**src/rtl/conn_box_dbuf_if.sv**
```systemverilog
// -----------------------------------------------------------------------------
// conn_box_dbuf_if
// Bundle of configuration-chain and fabric signals for one conn_box_dbuf.
//
// Parameters:
//   INPUTS  - number of routing tracks  (width of `in`)
//   OUTPUTS - number of output pins     (width of `out`)
//
// Signals:
//   prog_en      shift enable for the scan chain
//   prog_in      serial configuration data in
//   prog_commit  single-cycle request to apply the shadow register
//   in           routing tracks (fabric data, not clocked)
//   prog_out     serial data out (shadow bit 0), feeds the next box
//   out          selected tracks
//   prog_done    sticky, set by an accepted commit
//   prog_err     sticky, set by a rejected commit
//
// Modports:
//   master - the configuration controller / fabric side (drives the inputs)
//   slave  - the connection box itself
//
// Transfer semantics: there is no valid/ready pair. A bit is transferred on
// every rising prog_clk edge where prog_en = 1. A commit is a one-edge request
// taken on the rising edge where prog_commit = 1. It is accepted only with
// prog_en = 0 and exactly one full frame shifted since the last commit or
// reset. The outcome is reported on prog_done / prog_err from that same edge
// onward.
// -----------------------------------------------------------------------------
interface conn_box_dbuf_if #(
  parameter int INPUTS  = 16,
  parameter int OUTPUTS = 20
);
  logic               prog_en;
  logic               prog_in;
  logic               prog_commit;
  logic [INPUTS-1:0]  in;
  logic               prog_out;
  logic [OUTPUTS-1:0] out;
  logic               prog_done;
  logic               prog_err;

  modport master (
    output prog_en,
    output prog_in,
    output prog_commit,
    output in,
    input  prog_out,
    input  out,
    input  prog_done,
    input  prog_err
  );

  modport slave (
    input  prog_en,
    input  prog_in,
    input  prog_commit,
    input  in,
    output prog_out,
    output out,
    output prog_done,
    output prog_err
  );
endinterface

```
**src/rtl/conn_box_dbuf.sv**
```systemverilog
// -----------------------------------------------------------------------------
// conn_box_dbuf
// Double-buffered FPGA connection box. Each of OUTPUTS pins selects one of
// INPUTS routing tracks. Each pin also has its own enable bit. Configuration
// is shifted serially into a shadow register and then copied into the active
// register by a commit. The commit is applied only when exactly one full frame
// has been shifted.
//
// Parameters:
//   INPUTS  (>= 2)  number of routing tracks
//   OUTPUTS (>= 1)  number of output pins
//
// Ports:
//   prog_clk    configuration clock, rising edge
//   prog_rst_n  asynchronous active-low reset
//   bus         conn_box_dbuf_if.slave:
//                 prog_en/prog_in/prog_commit in, prog_out/prog_done/prog_err out,
//                 in (tracks) in, out (pins) out
//
// Field k of the frame occupies shadow[k*FW +: FW]. Bit FW-1 is the enable
// and bits SEL_W-1:0 are the select. The first bit shifted in ends up in
// shadow[0], so a frame is sent field 0 first, LSB first.
// -----------------------------------------------------------------------------
module conn_box_dbuf #(
  parameter int INPUTS  = 16,
  parameter int OUTPUTS = 20
) (
  input  logic           prog_clk,
  input  logic           prog_rst_n,
  conn_box_dbuf_if.slave bus
);

  localparam int SEL_W     = $clog2(INPUTS);
  localparam int FW        = SEL_W + 1;
  localparam int CHAIN_LEN = OUTPUTS * FW;
  // The counter must hold 0..CHAIN_LEN+1. CHAIN_LEN+1 is the sticky
  // "overrun" value.
  localparam int CNT_W     = $clog2(CHAIN_LEN + 2);
  // The track vector is zero-padded up to a power of two, so that
  // out-of-range selects read a constant 0 instead of indexing past `in`.
  localparam int PAD_W     = 1 << SEL_W;

  localparam logic [CNT_W-1:0] CNT_FULL = CNT_W'(CHAIN_LEN);
  localparam logic [CNT_W-1:0] CNT_SAT  = CNT_W'(CHAIN_LEN + 1);
  localparam logic [CNT_W-1:0] CNT_ONE  = CNT_W'(1);

  logic [CHAIN_LEN-1:0] r_shadow;
  logic [CHAIN_LEN-1:0] r_active;
  logic [CNT_W-1:0]     r_bit_cnt;
  logic                 r_done;
  logic                 r_err;

  logic                 w_frame_ok;
  logic [PAD_W-1:0]     w_in_pad;
  logic [OUTPUTS-1:0]   w_out;

  assign w_frame_ok = (r_bit_cnt == CNT_FULL);

  // ---------------------------------------------------------------------------
  // Scan chain, frame counter, commit and status flags.
  // A shift always takes priority over a commit. A commit arriving together
  // with a shift is rejected, and it does not clear the counter, so the frame
  // in progress is still valid for a later lone commit.
  // ---------------------------------------------------------------------------
  always_ff @(posedge prog_clk or negedge prog_rst_n) begin
    if (!prog_rst_n) begin
      r_shadow  <= '0;
      r_active  <= '0;
      r_bit_cnt <= '0;
      r_done    <= 1'b0;
      r_err     <= 1'b0;
    end else if (bus.prog_en) begin
      r_shadow <= {bus.prog_in, r_shadow[CHAIN_LEN-1:1]};
      if (r_bit_cnt != CNT_SAT) begin
        r_bit_cnt <= r_bit_cnt + CNT_ONE;
      end
      r_done <= 1'b0;
      if (bus.prog_commit) begin
        r_err <= 1'b1;
      end
    end else if (bus.prog_commit) begin
      r_bit_cnt <= '0;
      if (w_frame_ok) begin
        r_active <= r_shadow;
        r_done   <= 1'b1;
        r_err    <= 1'b0;
      end else begin
        r_done   <= 1'b0;
        r_err    <= 1'b1;
      end
    end
  end

  // ---------------------------------------------------------------------------
  // Output mux. It is purely combinational from r_active and in. r_active
  // changes as a whole on one edge, so a commit can never expose a mix of the
  // old and new configurations.
  // ---------------------------------------------------------------------------
  always_comb begin
    w_in_pad             = '0;
    w_in_pad[INPUTS-1:0] = bus.in;
  end

  always_comb begin
    w_out = '0;
    for (int k = 0; k < OUTPUTS; k++) begin
      w_out[k] = r_active[k*FW + FW - 1] & w_in_pad[r_active[k*FW +: SEL_W]];
    end
  end

  assign bus.prog_out  = r_shadow[0];
  assign bus.out       = w_out;
  assign bus.prog_done = r_done;
  assign bus.prog_err  = r_err;

endmodule

```
**src/flat_wrapper.sv**
```systemverilog
// flat-port wrapper written by rule: the top's interface ports become plain ports
module conn_box_dbuf_flat 
#(
  parameter int INPUTS  = 16,
  parameter int OUTPUTS = 20
)
  (prog_clk, prog_rst_n, bus_prog_en, bus_prog_in, bus_prog_commit, bus_in, bus_prog_out, bus_out, bus_prog_done, bus_prog_err);
  conn_box_dbuf_if #(.INPUTS(INPUTS), .OUTPUTS(OUTPUTS)) bus_i ();
  input  logic prog_clk;
  input  logic prog_rst_n;
  input wire logic [$bits(bus_i.prog_en)-1:0] bus_prog_en;
  input wire logic [$bits(bus_i.prog_in)-1:0] bus_prog_in;
  input wire logic [$bits(bus_i.prog_commit)-1:0] bus_prog_commit;
  input wire logic [$bits(bus_i.in)-1:0] bus_in;
  output wire logic [$bits(bus_i.prog_out)-1:0] bus_prog_out;
  output wire logic [$bits(bus_i.out)-1:0] bus_out;
  output wire logic [$bits(bus_i.prog_done)-1:0] bus_prog_done;
  output wire logic [$bits(bus_i.prog_err)-1:0] bus_prog_err;
  assign bus_i.prog_en = bus_prog_en;
  assign bus_i.prog_in = bus_prog_in;
  assign bus_i.prog_commit = bus_prog_commit;
  assign bus_i.in = bus_in;
  assign bus_prog_out = bus_i.prog_out;
  assign bus_out = bus_i.out;
  assign bus_prog_done = bus_i.prog_done;
  assign bus_prog_err = bus_i.prog_err;
  conn_box_dbuf #(.INPUTS(INPUTS), .OUTPUTS(OUTPUTS)) u_core (.prog_clk(prog_clk), .prog_rst_n(prog_rst_n), .bus(bus_i));
endmodule
```
**config.mk**
```make
export PLATFORM = sky130hd
export DESIGN_NAME = conn_box_dbuf_flat
export DESIGN_NICKNAME = d
export VERILOG_FILES = /design/src/rtl/conn_box_dbuf_if.sv /design/src/rtl/conn_box_dbuf.sv /design/src/flat_wrapper.sv
export SDC_FILE = /design/constraint.sdc
export NUM_CORES = 1
export LEC_CHECK = 0
export ABC_AREA = 1
export CORE_MARGIN = 4
export CORE_UTILIZATION = 34
export DETAILED_ROUTE_END_ITERATION = 8
export PLACE_DENSITY = 0.53
export RECOVER_POWER = 100
export REMOVE_ABC_BUFFERS = 1
export SLEW_MARGIN = 20
export SYNTH_ARGS = -nofsm -noshare
export SYNTH_HDL_FRONTEND = slang
export SYNTH_SLANG_ARGS = --single-unit
```
**constraint.sdc**
```tcl
create_clock -name prog_clk -period 1.72 [get_ports prog_clk]
set_input_delay 0.344 -clock prog_clk [delete_from_list [all_inputs] [get_ports prog_clk]]
set_output_delay 0.344 -clock prog_clk [all_outputs]
set_load 0.02 [all_outputs]
```
==> metrics.md <==
| Metric | Value |
|---|---|
| Min Tclk post-route | 2200 ps |
| Max-cap violations | 0 |
| Gr ovfl total | 0 |
| Final Setup Violations | 40 |
| Die Height | 193 um |
| Hold Path Depth | 4 |
| Nets@finish | 1697 |
| Initial DRC Count | 712 |
| Root buf cell | clkbuf_16 |
| Slowest-stage cell, CP | dfrtp_1 |
| TritonCTS buffer count | 24 |
| Worst hold start | bus_prog_en |
| Initial core utilization | 34.5% |
| Dominant synthesized flop cell | dfrtp_1 |
| Post-synth EDFFs | 0 |
| Total die area | 0.0371 mm^2 |
| Top cell type by total area after synthesis | dfrtp_1 |
| Detail Placement HPWL | 19200 um |
| Register area share after synthesis | 45.1% |
| Vias in the first global route | 10.5k |
| Critical path arrival | 1850 ps |
| Core area | 0.0336 mm^2 |
| Largest cells by area after synthesis | dfrtp_1, nand2_1, nand3_1, inv_1, o21ai_2 |
| Avg Inst Size Synth | 7.30 um^2 |
| Hold path endpoint | u_core.r_bit_cnt[2] |
| Syn. warnings | 0 |
| CTS clk-pin slew, worst paths | 60 ps |
| Sink Count | 209 |
| Worst setup EP type | output pin |
| CTS tree | built |
| Slew HR | 19.1% |
| Combinational share of power | 13.3% |
| Commonest cells post-synth | nand2_1, nand3_1, inv_1, dfrtp_1, o21ai_0 |
| Sequential power share | 45.4% |
| GP Congestion | 0.833 |
| Leakage power | 7.19 nW |
| Setup Total Neg Slack | -7190 ps |
| DR vias | 10.9k |
| Worst-Margin Slew | 1210 ps |
| #FFs+latches synth | 209 |
| Worst r2r path cells | 8 |
| Reg2reg setup slack | -20 ps |
| Power share of the clock group | 41.3% |
| Sw power | 3.32 mW |
| Post-Synthesis Cells | 1588 |
| Fin area | 0.0160 mm^2 |
| Final Power | 12.2 mW |
| RR Startpoint | u_core.r_bit_cnt[1] |
| Sw Ratio | 27.3% |
| Drt pass-1 iters | 5 |
| Clk buf depth | 3 |
| Final Cycle Share | 128% |
| Layout Area Growth over Synthesis | 38.3% |
| Clk_skew | 15.3 ps |
| Number of diodes | 0 |
| Critical R2R Capture | u_core.r_active[23] |
| Async set or reset register ratio after synthesis | 100% |
| Via density | 5.10 |
| Antenna Nets Post-Route | 0 |
| Failing checks | negative setup slack |
| CP top delay family | buffers and inverters |
| Area post-placement | 0.0129 mm^2 |
| Status | finished, violations left |
| Drc violations | 0 |
| Most frequent cell after synthesis | nand2_1 |
| RSZ-0062 raised after global routing | true |
| Site row count | 67 |
| Critical Path Source Type | flop |
| Clock Latency Late Sink | 530 ps |
| Power Internal | 8.86 mW |
| H-tree levels | 1 |
| Final worst slack | -476 ps |
| Pwr dens | 759 mW/mm^2 |
| Syn Std Cell Area | 0.0116 mm^2 |
| Die width | 193 um |
| Worst Path Max Fanout | 8 |
| Initial antenna violation count | 0 |
| Worst hold margin | 368 ps |
| Share of the synthesized area in the top cell type | 45.1% |
| Layout cells sized above 1 | 41.0% |
| Critical path's largest stage delay | 420 ps |
| Crit-path cells | buf_6 > nand2_2 > nand3_2 > nand3_2 > nand3_2 > a21oi_2 > buf_4 > buf_6 |
| Pre-CTS WS | -925 ps |
| GRT Total Usage | 18.5% |
| Global-route wire length before repair | 55900 um |
| Top cell by count, worst path | nand3_2 |
| Wirelength, routed | 36500 um |
| VDD IR max | 648 uV |
| Netlist cell types | 24 |
| CP bufs+invs | 3 |
| # IOs | 44 |
| Hold Path Class | input pin to flop |
| Type of the worst setup path | flop to output pin |
| CP required | 1380 ps |
| Fmax | 0.455 GHz |
| Max Slew Vio Count | 0 |
| Buffers on Ports | 43 |
| Largest net degree at the start of global routing | 103 |
| Routed len/inst | 17.1 um |
| Fin. Hold Viols | 0 |
## power groups by stage
stage	logic (mW)	clock network (mW)	registers (mW)
after floorplan	0.716	0	5.57
after global placement	1.35	0	5.61
after detailed placement	1.37	0	5.61
after CTS	1.56	5.18	5.53
after global routing	1.82	5.36	5.58
final	1.62	5.03	5.53
## cells in the final DEF (no fill, tap or decap), types with 8 or more instances in the layout
cell type | synthesis | routed
nand2_4 | 0 | 15
o21ai_0 | 108 | 120
clkbuf_1 | 31 | 9
o21ai_2 | 63 | 63
inv_4 | 0 | 9
buf_6 | 20 | 44
clkdlybuf4s50_1 | 0 | 11
o21ai_1 | 34 | 22
inv_1 | 217 | 175
nand3_2 | 0 | 246
nand3_1 | 280 | 34
clkbuf_8 | 0 | 8
inv_2 | 0 | 33
nand2_2 | 0 | 123
dfrtp_1 | 209 | 194
dfrtp_2 | 0 | 15
a21oi_2 | 0 | 11
buf_12 | 0 | 25
buf_4 | 10 | 43
nand2_1 | 538 | 400
clkbuf_16 | 0 | 28
nand3b_1 | 9 | 10
dlygate4sd2_1 | 0 | 8
a21oi_4 | 0 | 9
## registers in the layout (all words and copies together) (netlist names)
register              flops
u_core.bus.prog_done      1
u_core.bus.prog_err       1
u_core.r_active         100
u_core.r_bit_cnt          7
u_core.r_shadow         100
## worst max path at each step
stage | slack (ps) | from | cells past startpoint | endpoint
floorplan | -1030 | u_core.r_bit_cnt[0] | 5 | u_core.r_active[38]
global placement | -930 | bus_in[5] | 10 | bus_out[5]
detailed placement | -920 | bus_in[11] | 9 | bus_out[2]
CTS | -480 | u_core.r_active[55] | 8 | bus_out[11]
global route | -550 | u_core.r_active[55] | 8 | bus_out[11]
finish | -480 | u_core.r_active[55] | 8 | bus_out[11]
## layer usage
layer	track usage, %	vias to the layer above	routed length (um)
met5	0	-	0
met4	6.17	0	1610
met3	2.26	111	1870
met2	29.9	329	17100
met1	25.8	5251	15900
li1	-	5212	-
## stage by stage
| step | util (%) | cells |
|---|---|---|
| floorplan | - | 1491 |
| global placement | 38.3 | 2059 |
| detailed placement | 38.3 | 2059 |
| CTS | 44.6 | 2128 |
| global route | 47.7 | 2137 |
| finish | 47.7 | 2137 |
## layout make-up
cell class                 count  area [um^2]
fill                        3170        17600
multi-input combinational   1065         6750
sequential                   209         5250
timing repair buffer         156         1860
inverter                     217          837
clock buffer                  38          754
tap                          448          561
clock inverter                 4         20.0
## worst reg2reg max path: stages, from the launching register on
cell and delay [ps]:
dfrtp_1 380, inv_1 90, ha_1 150, nand3_1 70, nand3b_1 300, buf_12 230
buf_16 180, nand2_1 150, o21ai_2 50
## what timing repair did
action | 4_1_cts | 5_1_grt
cloned | 5 | 5
hold buffers | 1 | 0
hold endpoints to repair | 35 | 0
setup buffers | 21 | 4
endpoints found under the setup margin | 23 | 116
resized for setup | 398 | 252
pin swaps | 190 | 166
## cells by family after synthesis
kind of cell	count (synthesis)	synth area share [%]
simple gates	835	30.6
buf+inv	314	12.1
compound gates	226	11.8
flops	209	45.1
fa+ha+maj	3	0.324
xor+xnor	1	0.0755
Power figures use the tool's default switching activity.
